$ cat config.mk
export PLATFORM = sky130hd
export DESIGN_NAME = jtopll_wrseq
export DESIGN_NICKNAME = d
export VERILOG_FILES = /design/src/rtl/jtopll_wrseq.sv
export SDC_FILE = /design/constraint.sdc
export NUM_CORES = 1
export LEC_CHECK = 0
export CAP_MARGIN = 5
export CORE_MARGIN = 1.5
export CORE_UTILIZATION = 39
export CTS_BUF_LIST = sky130_fd_sc_hd__clkbuf_8 sky130_fd_sc_hd__clkbuf_16
export DETAILED_ROUTE_END_ITERATION = 7
export HOLD_SLACK_MARGIN = 0.05
export PLACE_DENSITY_LB_ADDON = 0.25
export SYNTH_ARGS = -nofsm -noshare
export SYNTH_HDL_FRONTEND = slang
export SYNTH_SLANG_ARGS = --single-unit
export TNS_END_PERCENT = 30
$ cat constraint.sdc
create_clock -name clk -period 3.05 [get_ports clk]
set_clock_uncertainty 0.2 [all_clocks]
set_input_delay 0.305 -clock clk [delete_from_list [all_inputs] [get_ports clk]]
set_output_delay 0.305 -clock clk [all_outputs]
set_load 0.03 [all_outputs]
$ cat src/rtl/jtopll_wrseq.sv
// jtopll_wrseq: turns (register, value) write requests into the two-phase
// address/data bus cycle of the OPLL. Recovery times are counted in cen ticks.
// Optional build macro JTOPLL_WRSEQ_FIFO_EN adds a 4-entry request FIFO in
// front of the sequencer; without it there is no request storage.
module jtopll_wrseq #(
    parameter int unsigned STROBE_LEN = 2,   // 1..255
    parameter int unsigned ADDR_WAIT  = 12,  // 0..255
    parameter int unsigned DATA_WAIT  = 84   // 0..255
) (
    input  logic       clk,
    input  logic       rst_n,
    input  logic       cen,
    input  logic       req_valid,
    output logic       req_ready,
    input  logic [7:0] req_reg,
    input  logic [7:0] req_data,
    output logic       busy,
    output logic       cs_n,
    output logic       wr_n,
    output logic       addr,
    output logic [7:0] dout
);

    typedef enum logic [2:0] {IDLE, ASTB, AWAIT, DSTB, DWAIT} state_t;

    // Terminal counts; a zero-length wait never uses its value.
    localparam logic [7:0] SL_M1 = 8'(STROBE_LEN - 1);
    localparam logic [7:0] AW_M1 = 8'(ADDR_WAIT - 1);
    localparam logic [7:0] DW_M1 = 8'(DATA_WAIT - 1);

    state_t     state_q, state_d;
    logic [7:0] cnt_q;
    logic [7:0] lat_data_q;
    logic       run_q;      // low during reset and the cycle it releases
    logic       start;      // a write starts on this edge
    logic [7:0] src_reg, src_data;
    logic       strb_d;

`ifdef JTOPLL_WRSEQ_FIFO_EN
    logic [15:0] fifo_mem [4];
    logic [1:0]  wp_q, rp_q;
    logic [2:0]  fcnt_q;
    logic        push, pop;

    // Pop straight into ASTB; a pop frees a slot for a same-cycle push.
    assign pop       = (state_q == IDLE) && (fcnt_q != 3'd0);
    assign req_ready = run_q && ((fcnt_q != 3'd4) || pop);
    assign push      = req_valid && req_ready;
    assign start     = pop;
    assign src_reg   = fifo_mem[rp_q][15:8];
    assign src_data  = fifo_mem[rp_q][7:0];
    assign busy      = (state_q != IDLE) || (fcnt_q != 3'd0);

    // FIFO storage, no reset needed: validity lives in the pointers
    always_ff @(posedge clk) begin
        if (push) fifo_mem[wp_q] <= {req_reg, req_data};
    end

    // FIFO pointers and occupancy
    always_ff @(posedge clk or negedge rst_n) begin
        if (!rst_n) begin
            wp_q   <= 2'd0;
            rp_q   <= 2'd0;
            fcnt_q <= 3'd0;
        end else begin
            if (push) wp_q <= wp_q + 2'd1;
            if (pop)  rp_q <= rp_q + 2'd1;
            case ({push, pop})
                2'b10:   fcnt_q <= fcnt_q + 3'd1;
                2'b01:   fcnt_q <= fcnt_q - 3'd1;
                default: fcnt_q <= fcnt_q;
            endcase
        end
    end
`else
    assign req_ready = run_q && (state_q == IDLE);
    assign start     = req_valid && req_ready;
    assign src_reg   = req_reg;
    assign src_data  = req_data;
    assign busy      = (state_q != IDLE);
`endif

    // Next state: each phase ends on the cen tick that completes its length
    always_comb begin
        state_d = state_q;
        case (state_q)
            IDLE:  if (start) state_d = ASTB;
            ASTB:  if (cen && cnt_q == SL_M1) state_d = (ADDR_WAIT == 0) ? DSTB : AWAIT;
            AWAIT: if (cen && cnt_q == AW_M1) state_d = DSTB;
            DSTB:  if (cen && cnt_q == SL_M1) state_d = (DATA_WAIT == 0) ? IDLE : DWAIT;
            DWAIT: if (cen && cnt_q == DW_M1) state_d = IDLE;
            default: state_d = IDLE;
        endcase
    end

    assign strb_d = (state_d == ASTB) || (state_d == DSTB);

    // State register and tick counter, counter cleared on every state entry
    always_ff @(posedge clk or negedge rst_n) begin
        if (!rst_n) begin
            state_q <= IDLE;
            cnt_q   <= 8'd0;
        end else begin
            state_q <= state_d;
            if (state_d != state_q)              cnt_q <= 8'd0;
            else if (cen && state_q != IDLE)     cnt_q <= cnt_q + 8'd1;
        end
    end

    // Bus pins registered from the next state so strobes are glitch-free and
    // addr/dout settle in the same cycle the strobe falls
    always_ff @(posedge clk or negedge rst_n) begin
        if (!rst_n) begin
            run_q      <= 1'b0;
            cs_n       <= 1'b1;
            wr_n       <= 1'b1;
            addr       <= 1'b0;
            dout       <= 8'd0;
            lat_data_q <= 8'd0;
        end else begin
            run_q <= 1'b1;
            cs_n  <= ~strb_d;
            wr_n  <= ~strb_d;
            if (start) lat_data_q <= src_data;
            if (state_d == ASTB && state_q != ASTB) begin
                addr <= 1'b0;
                dout <= src_reg;
            end
            if (state_d == DSTB && state_q != DSTB) begin
                addr <= 1'b1;
                dout <= lat_data_q;
            end
        end
    end

endmodule

==> impl_metrics.sql, run 1 <==
INSERT INTO impl_metrics (metric_group, metric, value, unit) VALUES
('outcome', 'outcome', 'complete, no violations', ''),
('floorplan', 'die_width', '64.7', 'µm'),
('timing', 'final-hold-violation-count', '0', ''),
('worst_setup_path', 'cp.required', '2540', 'ps'),
('worst_setup_path', 'critical_path.startpoint_type', 'register', ''),
('global_route', 'wire_length_of_the_first_global_routing_pass', '5.13', 'mm'),
('place', 'dp_hpwl', '2.11', 'mm'),
('power', 'total_power', '0.00186', 'W'),
('floorplan', 'io-pin-count', '33', ''),
('routing', 'drt_first_pass_iters', '4', ''),
('yosys', 'yosys_register_bits', '30', ''),
('final_layout', 'layout-drive-gt1-share', '0.137', ''),
('timing', 'grt_setup_unrepaired', 'false', ''),
('floorplan', 'row_count', '22', ''),
('yosys', 'synth-xor-area-share', '0.0472', ''),
('worst_setup_path', 'timing.critical_path.fanout_max', '6', ''),
('final_layout', 'multi_input_comb_area', '663', 'µm²'),
('timing', 'tightestPinTransition', '548', 'ps'),
('yosys', 'synth_top_area_frac', '0.489', ''),
('timing', 'max_clock_freq', '0.382', 'GHz'),
('final_layout', 'fin_nets', '204', ''),
('worst_setup_path', 'crit_arrival', '2110', 'ps'),
('worst_setup_path', 'setup.worst_path.end_class', 'primary output', ''),
('power', 'ir_drop', '0.394', 'mV'),
('routing', 'via_per_inst', '4.88', ''),
('global_route', 'grt_use_total', '0.164', ''),
('worst_setup_path', 'timing.critical_path.cells', 'nor3_1 -> and2_1 -> clkdlybuf4s50_1', ''),
('final_layout', 'n_antenna_cell', '0', ''),
('clock_tree', 'cts_max_path_buffers', '2', ''),
('clock_tree', 'cts.repair.resized', '0', ''),
('global_route', 'grt_max_degree', '31', ''),
('routing', 'drc', '0', ''),
('power', 'lkg_pwr', '0.928', 'nW'),
('yosys', 'synthMostInstantiatedCell', 'nand2_1', ''),
('yosys', 'synthMuxAreaShare', '0.0539', ''),
('yosys', 'synth_top_flop_cell', 'dfrtp_1', ''),
('clock_tree', 'clock_latency_on_the_worst_skew_pair', '280', 'ps'),
('floorplan', 'core_region_area', '3660', 'µm²'),
('routing', 'route.detailed.wl_per_inst', '12.6', 'µm'),
('timing', 'finalSetupViolCount', '0', ''),
('clock_tree', 'post_cts.repair.setup_buffers', '0', ''),
('timing', 'finalSetupTns', '0', 'ps'),
('clock_tree', 'hold_buffers', '0', ''),
('worst_hold_path', 'hp-class', 'in -> async', ''),
('yosys', 'ys_top_cells_by_area', 'dfrtp_1, nand2_1, mux2i_1', ''),
('clock_tree', 'clk_pin_slew', '60', 'ps'),
('yosys', 'post_synth_and_or_nand_nor_area_fraction', '0.235', ''),
('yosys', 'yosys.cell_types.count', '38', ''),
('yosys', 'yosysWarnings', '0', ''),
('yosys', 'synth_top_family_by_area', 'simple AND/OR/NAND/NOR gates', ''),
('floorplan', 'die_h', '64.7', 'µm'),
('global_route', 'globalRouteOverflowTotal', '0', ''),
('timing', 'final_min_period_over_clock_period', '0.859', ''),
('yosys', 'net_count_synth', '171', ''),
('place', 'buffer_ports.inserted', '32', ''),
('final_layout', 'fillerInstances', '336', ''),
('yosys', 'fraction_of_synthesis_flops_using_an_asynchronous_set_or_reset_pin', '1.00', ''),
('routing', 'drt_iter0_drc', '30', ''),
('yosys', 'synth-compound-area-share', '0.0910', ''),
('clock_tree', 'htreeDepth', '2', ''),
('worst_setup_path', 'cp_slowest_cell', 'clkdlybuf4s50_1', ''),
('yosys', 'synth-edff-count', '0', ''),
('yosys', 'yosys.area_share.adder', '0.0168', ''),
('yosys', 'synth_largest_area_cell', 'dfrtp_1', ''),
('place', 'routability_congestion', '0.876', ''),
('worst_setup_path', 'cell_family_with_the_largest_share_of_critical_path_delay', 'simple AND/OR/NAND/NOR gates', ''),
('timing', 'layout_min_cycle_time', '2620', 'ps'),
('yosys', 'post_syn_area_per_cell', '9.97', 'µm²'),
('routing', 'via_count_of_the_routed_design', '1128', ''),
('yosys', 'syn-instance-count', '149', ''),
('timing', 'slew_viol_final', '0', '');
==> worst paths after layout <==
| path | start | endpoint | slack [ps] | depth (start not counted) |
|---|---|---|---|---|
| min reg2reg | lat_data_q[1] | lat_data_q[1] | 280 | 2 |
| min | rst_n | cnt_q[6] | 210 | 2 |
| max reg2reg | state_q[1] | cnt_q[7] | 770 | 4 |
| min in group clk | lat_data_q[1] | lat_data_q[1] | 280 | 2 |
| max in group asynchronous | rst_n | wr_n | 2140 | 2 |
| max | state_q[1] | req_ready | 430 | 3 |
==> per-layer routing <==
metal	share of wire	track usage	vias to the layer above
met5	0	0	-
met4	0.018	0.0984	0
met3	0.043	0.0521	4
met2	0.49	0.246	26
met1	0.45	0.206	526
li1	-	-	572
==> cell type report <==
type,count,area share
multi-input cells,106,0.336
inverters,5,0.00952
clock buffers,6,0.0419
flip-flops and latches,30,0.381
repair buffers,34,0.170
clock inverters,2,0.0305
well taps,48,0.0305
==> flip-flops by register name, indices dropped and copies added (netlist names) <==
| register | count |
|---|---|
| cnt_q | 8 |
| dout | 8 |
| lat_data_q | 8 |
| state_q | 3 |
| addr | 1 |
| run_q | 1 |
| wr_n | 1 |
==> power breakdown <==
part	switching [W]	internal [W]	total, W
registers	0.000104	0.000542	0.000646
logic	0.000404	0.000318	0.000723
clock network	0.000144	0.000348	0.000493
total	0.000652	0.00121	0.00186
==> cell usage in the layout (no fill, tap or decap), types with 4 or more instances in the layout <==
master,count
inv_1,4
nor2_1,12
a21oi_2,8
nand2_1,30
nor3_1,11
xor2_1,5
clkdlybuf4s50_1,32
dfrtp_1,29
mux2i_1,8
clkbuf_8,6
==> kinds of logic (layout without fill, tap and decap cells) <==
| family | Yosys count | count (layout) |
|---|---|---|
| multiplexers | 8 | 8 |
| buffers and inverters | 13 | 47 |
| flip-flops | 30 | 30 |
| adder cells (fa/ha/maj) | 2 | 2 |
| other | 1 | 1 |
| AO/OA/AOI/OAI | 16 | 16 |
| XOR/XNOR | 8 | 8 |
| AND/OR/NAND/NOR | 71 | 71 |
==> per-stage QoR <==
stage / setup WS [ps] / std cells / hold slack, ps / cell area, µm² / util
final: 431 / 231 / 205 / 1970 / 0.539
after floorplan: 885 / 149 / -191 / 1490 / -
after detailed placement: 736 / 223 / 263 / 1830 / 0.500
after global placement: 786 / 223 / 258 / 1830 / 0.500
after CTS: 413 / 231 / 217 / 1970 / 0.539
after global routing: 276 / 231 / 240 / 1970 / 0.539
(Power assumes the default switching activity.)
==> run 2: changes to the inputs <==
--- a/config.mk
+++ b/config.mk
@@ -10,6 +10,8 @@
 export CORE_UTILIZATION = 39
 export CTS_BUF_LIST = sky130_fd_sc_hd__clkbuf_8 sky130_fd_sc_hd__clkbuf_16
 export DETAILED_ROUTE_END_ITERATION = 7
+export DONT_BUFFER_PORTS = 1
+export GPL_ROUTABILITY_DRIVEN = 0
 export HOLD_SLACK_MARGIN = 0.05
 export PLACE_DENSITY_LB_ADDON = 0.25
 export SYNTH_ARGS = -nofsm -noshare
==> run 2 against run 1 <==
Maximum frequency increased by 18%; largest cell class unchanged; core utilization shrank 5.5 points; critical path type unchanged; highest routed layer unchanged; clock power fell by 35%; largest power group is now sequential cells; first-iteration DRC count down 6.7%; worst hold slack worse by 140 ps.
==> impl_metrics.sql, run 2 (synthesized netlist as in run 1, its figures left out) <==
INSERT INTO impl_metrics (metric_group, metric, value, unit) VALUES
('clock_tree', 'clock_latency_on_the_worst_skew_pair', '280', 'ps'),
('clock_tree', 'htreeDepth', '2', ''),
('worst_setup_path', 'cp.buffers_inverters', '0', ''),
('global_route', 'grt_antenna_before_repair', '0', ''),
('clock_tree', 'cts_made_buffers', '5', ''),
('timing', 'finalSetupTns', '0', 'ps'),
('power', 'total_power', '0.00154', 'W'),
('routing', 'drt_first_pass_iters', '5', ''),
('final_layout', 'layout_common_cells', 'nand2_1, dfrtp_1, dlygate4sd3_1, nor2_1, nor3_1', ''),
('clock_tree', 'clk_pin_slew', '60', 'ps'),
('timing', 'layout_min_cycle_time', '2220', 'ps'),
('clock_tree', 'cts_num_sinks', '30', ''),
('run', 'max-cap-violations', '0', ''),
('floorplan', 'floorplan.initialDensity', '0.406', ''),
('clock_tree', 'cts_tree', 'done', ''),
('routing', 'met3WireLength', '121', 'µm'),
('floorplan', 'die_h', '64.7', 'µm'),
('final_layout', 'layout-drive-gt1-share', '0.150', ''),
('final_layout', 'final_common_cell', 'nand2_1', ''),
('clock_tree', 'cts.repair.resized', '0', ''),
('worst_setup_path', 'critical_path.startpoint_type', 'register', ''),
('routing', 'highest_metal_layer_with_signal_wires', 'met4', ''),
('timing', 'max_clock_freq', '0.450', 'GHz'),
('clock_tree', 'cts_max_path_buffers', '2', ''),
('final_layout', 'n_antenna_cell', '0', ''),
('global_route', 'wire_length_of_the_first_global_routing_pass', '5.36', 'mm'),
('clock_tree', 'post_cts.repair.setup_buffers', '0', ''),
('worst_setup_path', 'cp_slowest_cell', 'nor3_1', ''),
('power', 'ir_drop', '0.377', 'mV'),
('routing', 'via_per_inst', '5.15', ''),
('worst_hold_path', 'hp-class', 'in -> reg', ''),
('final_layout', 'fin_nets', '188', ''),
('timing', 'slew_viol_final', '0', ''),
('floorplan', 'die_width', '64.7', 'µm'),
('final_layout', 'layout_top_registers', 'cnt_q x8, dout x8, lat_data_q x8', ''),
('power', 'lkg_pwr', '0.858', 'nW'),
('global_route', 'globalRouteOverflowTotal', '0', ''),
('floorplan', 'row_count', '22', ''),
('clock_tree', 'root_buffer', 'clkbuf_8', ''),
('timing', 'grt_setup_unrepaired', 'false', ''),
('floorplan', 'io-pin-count', '33', ''),
('global_route', 'grt_max_degree', '31', ''),
('final_layout', 'final_cell_count_without_fillers', '215', ''),
('timing', 'final_min_period_over_clock_period', '0.729', ''),
('timing', 'final-hold-violation-count', '0', ''),
('worst_setup_path', 'timing.critical_path.cells', 'nor3_1 -> and2_1', ''),
('routing', 'drc', '0', ''),
('final_layout', 'fillerInstances', '345', ''),
('timing', 'worst_slew_margin_rel', '0.584', ''),
('worst_setup_path', 'timing.critical_path.fanout_max', '8', ''),
('routing', 'drt_iter0_drc', '28', ''),
('worst_setup_path', 'worst-setup-path-type', 'reg -> out', ''),
('floorplan', 'dieArea', '4190', 'µm²'),
('routing', 'via_count_of_the_routed_design', '1107', ''),
('routing', 'route.antenna.remaining_nets', '0', ''),
('worst_setup_path', 'crit_arrival', '1720', 'ps'),
('global_route', 'grt_pass1_vias', '1161', ''),
('floorplan', 'core_region_area', '3660', 'µm²'),
('worst_setup_path', 'setup.worst_path.end_class', 'primary output', ''),
('routing', 'met2_wire_length', '1.49', 'mm'),
('place', 'dp_hpwl', '2.03', 'mm'),
('routing', 'route.final.wire_length', '3.03', 'mm'),
('final_layout', 'area.growth.synth_to_final', '19.2', '%'),
('worst_setup_path', 'highest_cell_delay_on_the_worst_timing_path', '560', 'ps'),
('timing', 'hold_ws', '66.7', 'ps'),
('timing', 'tightestPinTransition', '620', 'ps'),
('worst_setup_path', 'cell_family_with_the_largest_share_of_critical_path_delay', 'simple AND/OR/NAND/NOR gates', ''),
('worst_setup_path', 'cp.required', '2540', 'ps'),
('place', 'buffer_ports.inserted', '0', ''),
('global_route', 'grt_use_total', '0.172', ''),
('place', 'dp_cells', '191', ''),
('outcome', 'outcome', 'complete, no violations', ''),
('routing', 'detail_route.wirelength.met1', '1.36', 'mm'),
('routing', 'route.detailed.wl_per_inst', '14.1', 'µm'),
('power', 'pwr_dens', '870', 'nW/µm²'),
('timing', 'finalSetupViolCount', '0', '');
==> run 2: where the power goes <==
group	internal, W	switching (W)	total (W)	leakage [nW]
sequential	0.000542	0.000253	0.000796	0.380
combinational	0.000183	0.000241	0.000424	0.425
clock	0.000178	0.000141	0.000319	0.0524
total	0.000904	0.000636	0.00154	0.858
==> run 2: final timing paths <==
path                               start       endpoint  slack [ps]  cells past startpoint
setup / recovery              state_q[2]      req_ready         830                      2
hold / removal                req_reg[0]        dout[0]          70                      2
setup reg to reg                cnt_q[4]        dout[2]         850                      4
hold reg to reg            lat_data_q[5]  lat_data_q[5]         270                      2
max in group asynchronous          rst_n           wr_n        2140                      2
min in group asynchronous          rst_n       cnt_q[3]         270                      2
==> run 2: repair_timing <==
| action | CTS | global route |
|---|---|---|
| endpoints found under the hold margin | 44 | 0 |
| hold buffers | 16 | 0 |
| setup endpoints to repair | 0 | 0 |
==> run 2: layout make-up <==
class / count / area, µm² / area share
Inverter: 5 / 18.8 / 0.0106
Timing Repair Buffer: 18 / 185 / 0.105
Clock inverter: 2 / 8.76 / 0.00495
Sequential cell: 30 / 752 / 0.425
Multi-Input combinational cell: 106 / 663 / 0.375
Clock buffer: 6 / 82.6 / 0.0466
Tap cell: 48 / 60.1 / 0.0339
==> run 2: through the flow <==
step | utilization | instance area [µm²] | setup WS, ps
after floorplan | - | 1490 | 885
after global placement | 0.412 | 1510 | 897
after detailed placement | 0.412 | 1510 | 856
after CTS | 0.484 | 1770 | 844
after global routing | 0.484 | 1770 | 698
final | 0.484 | 1770 | 828
==> run 2: worst register-to-register path: cells and delay by family, from the launching register on <==
family / cells / cell delay, ps
DFF: 1 / 450
and+or+nand+nor: 3 / 1390
AOI/OAI and AO/OA: 1 / 50
==> run 2: per-layer routing <==
layer / track usage / vias up
met4: 0.0957 / 0
met3: 0.0608 / 4
met1: 0.209 / 543
met5: 0 / -
met2: 0.264 / 23
li1: - / 537
==> run 3: changes to the inputs <==
==> constraint.sdc (replaced) <==
create_clock -name clk -period 2.2 [get_ports clk]
set_clock_uncertainty 0.2 [all_clocks]
set_input_delay 0.22 -clock clk [delete_from_list [all_inputs] [get_ports clk]]
set_output_delay 0.22 -clock clk [all_outputs]
set_load 0.03 [all_outputs]
==> run 3 against run 2 <==
Core utilization increased by 2.2 points; largest cell class unchanged; via count increased by 3.3%; cell count increased by 4.7%; combinational power increased by 55%; first-iteration DRC count increased by 43%; clock power increased by 38%; sequential power increased by 38%; critical path depth increased by 2; worst hold slack improved by 12 ps; register-to-register slack got worse by 700 ps; die area unchanged; critical endpoint is now state_q[0]; sequential cell count unchanged.
==> impl_metrics.sql, run 3 (synthesized netlist as in run 1, its figures left out) <==
INSERT INTO impl_metrics (metric_group, metric, value, unit) VALUES
('outcome', 'outcome', 'complete, no violations', ''),
('clock_tree', 'clock_latency_on_the_worst_skew_pair', '280', 'ps'),
('routing', 'drt_iter0_drc', '40', ''),
('timing', 'finalSetupViolCount', '0', ''),
('routing', 'drt_first_pass_iters', '4', ''),
('place', 'dp_hpwl', '2.09', 'mm'),
('final_layout', 'fin_nets', '198', ''),
('timing', 'final_min_period_over_clock_period', '0.931', ''),
('global_route', 'wire_length_of_the_first_global_routing_pass', '5.40', 'mm'),
('power', 'pwr_dens', '1190', 'nW/µm²'),
('routing', 'route.detailed.wl_per_inst', '13.9', 'µm'),
('worst_setup_path', 'crit_arrival', '2070', 'ps'),
('final_layout', 'layout_common_cells', 'nand2_1, dfrtp_1, dlygate4sd3_1, nor2_1, nor3_1', ''),
('routing', 'route.final.wire_length', '3.13', 'mm'),
('worst_setup_path', 'cp.required', '2220', 'ps'),
('clock_tree', 'cts.repair.resized', '0', ''),
('floorplan', 'io-pin-count', '33', ''),
('worst_setup_path', 'regToRegSetupSlack', '150', 'ps'),
('timing', 'worst_slew_margin_rel', '0.611', ''),
('floorplan', 'dieArea', '4190', 'µm²'),
('timing', 'tightestPinTransition', '579', 'ps'),
('worst_setup_path', 'timing.critical_path.fanout_max', '18', ''),
('clock_tree', 'clk_pin_slew', '60', 'ps'),
('routing', 'via_count_of_the_routed_design', '1144', ''),
('routing', 'drc', '0', ''),
('global_route', 'grt_max_degree', '31', ''),
('floorplan', 'die_width', '64.7', 'µm'),
('final_layout', 'layout-drive-gt1-share', '0.186', ''),
('timing', 'grt_setup_unrepaired', 'false', ''),
('final_layout', 'n_antenna_cell', '0', ''),
('floorplan', 'die_h', '64.7', 'µm'),
('timing', 'slew_viol_final', '0', ''),
('global_route', 'grt_antenna_before_repair', '0', ''),
('timing', 'final-hold-violation-count', '0', ''),
('routing', 'route.antenna.remaining_nets', '0', ''),
('timing', 'max_clock_freq', '0.488', 'GHz'),
('run', 'max-cap-violations', '0', ''),
('routing', 'via_per_inst', '5.08', ''),
('final_layout', 'sequential_standard_cell_area', '752', 'µm²'),
('global_route', 'grt_pass1_vias', '1176', ''),
('floorplan', 'floorplan.initialDensity', '0.406', ''),
('floorplan', 'row_count', '22', ''),
('final_layout', 'area.growth.synth_to_final', '24.6', '%'),
('clock_tree', 'cts_tree', 'done', ''),
('power', 'lkg_pwr', '0.908', 'nW'),
('floorplan', 'core_region_area', '3660', 'µm²'),
('clock_tree', 'cts_made_buffers', '5', ''),
('worst_setup_path', 'setup.worst_path.end_class', 'register', ''),
('place', 'buffer_ports.inserted', '0', ''),
('final_layout', 'final_common_cell', 'nand2_1', ''),
('power', 'ir_drop', '0.435', 'mV'),
('clock_tree', 'htreeDepth', '2', ''),
('clock_tree', 'cts_num_sinks', '30', ''),
('power', 'total_power', '0.00220', 'W'),
('final_layout', 'layout_top_registers', 'cnt_q x8, dout x8, lat_data_q x8', ''),
('timing', 'layout_min_cycle_time', '2050', 'ps'),
('worst_hold_path', 'hp-class', 'in -> reg', ''),
('timing', 'finalSetupTns', '0', 'ps'),
('clock_tree', 'root_buffer', 'clkbuf_8', ''),
('worst_setup_path', 'critical_path.startpoint_type', 'register', ''),
('clock_tree', 'cts_max_path_buffers', '2', ''),
('global_route', 'grt_use_total', '0.173', ''),
('final_layout', 'fillerInstances', '337', ''),
('global_route', 'globalRouteOverflowTotal', '0', ''),
('final_layout', 'multi_input_comb_area', '663', 'µm²'),
('worst_setup_path', 'worst-setup-path-type', 'reg -> reg', '');
==> run 3: timing repair <==
item	CTS	global route
buffers inserted	0	0
hold endpoints to repair	46	0
hold buffers	18	0
endpoints found under the setup margin	0	2
==> run 3: critical path: stages (launching register included) <==
cell and delay (ps):
dfrtp_1 390, or4_4 540, or4_4 580, and3_4 250
inv_2 40
==> run 3: worst paths after layout <==
check	from	endpoint	cells past startpoint
max in group asynchronous	rst_n	wr_n	2
min	cen	cnt_q[7]	3
min in group asynchronous	rst_n	lat_data_q[6]	2
max	cnt_q[5]	state_q[0]	4
min reg2reg	lat_data_q[2]	lat_data_q[2]	2
max reg2reg	cnt_q[5]	state_q[0]	4
==> run 3: metal layers <==
metal	share of wire	track usage	vias up	routed length [µm]
met4	0.027	0.104	0	84
met2	0.49	0.278	30	1550
met1	0.44	0.210	548	1370
met3	0.042	0.0417	8	130
met5	0	0	-	0
li1	-	-	558	-
==> run 3: cell type report <==
type,count,area share
inverters,5,0.0101
repair buffers,28,0.143
clock buffers,6,0.0446
flip-flops and latches,30,0.406
multi-input cells,106,0.358
well taps,48,0.0325
clock inverters,2,0.00473
==> run 3: stage by stage <==
stage | area (µm²) | instances | util | hold slack, ps | setup slack (ps)
finish | 1850 | 225 | 0.505 | 78.4 | 152
global route | 1850 | 225 | 0.505 | 82.3 | 27.8
CTS | 1850 | 225 | 0.505 | 61.7 | 49.4
detailed placement | 1570 | 199 | 0.429 | -275 | 63.2
global placement | 1570 | 199 | 0.429 | -274 | 97.9
floorplan | 1490 | 149 | - | -276 | 35.3
==> run 3: power by group <==
part	internal, W	switching (W)	leakage, nW
registers	0.000752	0.000349	0.380
clock network	0.000247	0.000192	0.0524
logic	0.000302	0.000356	0.475
total	0.00130	0.000897	0.908
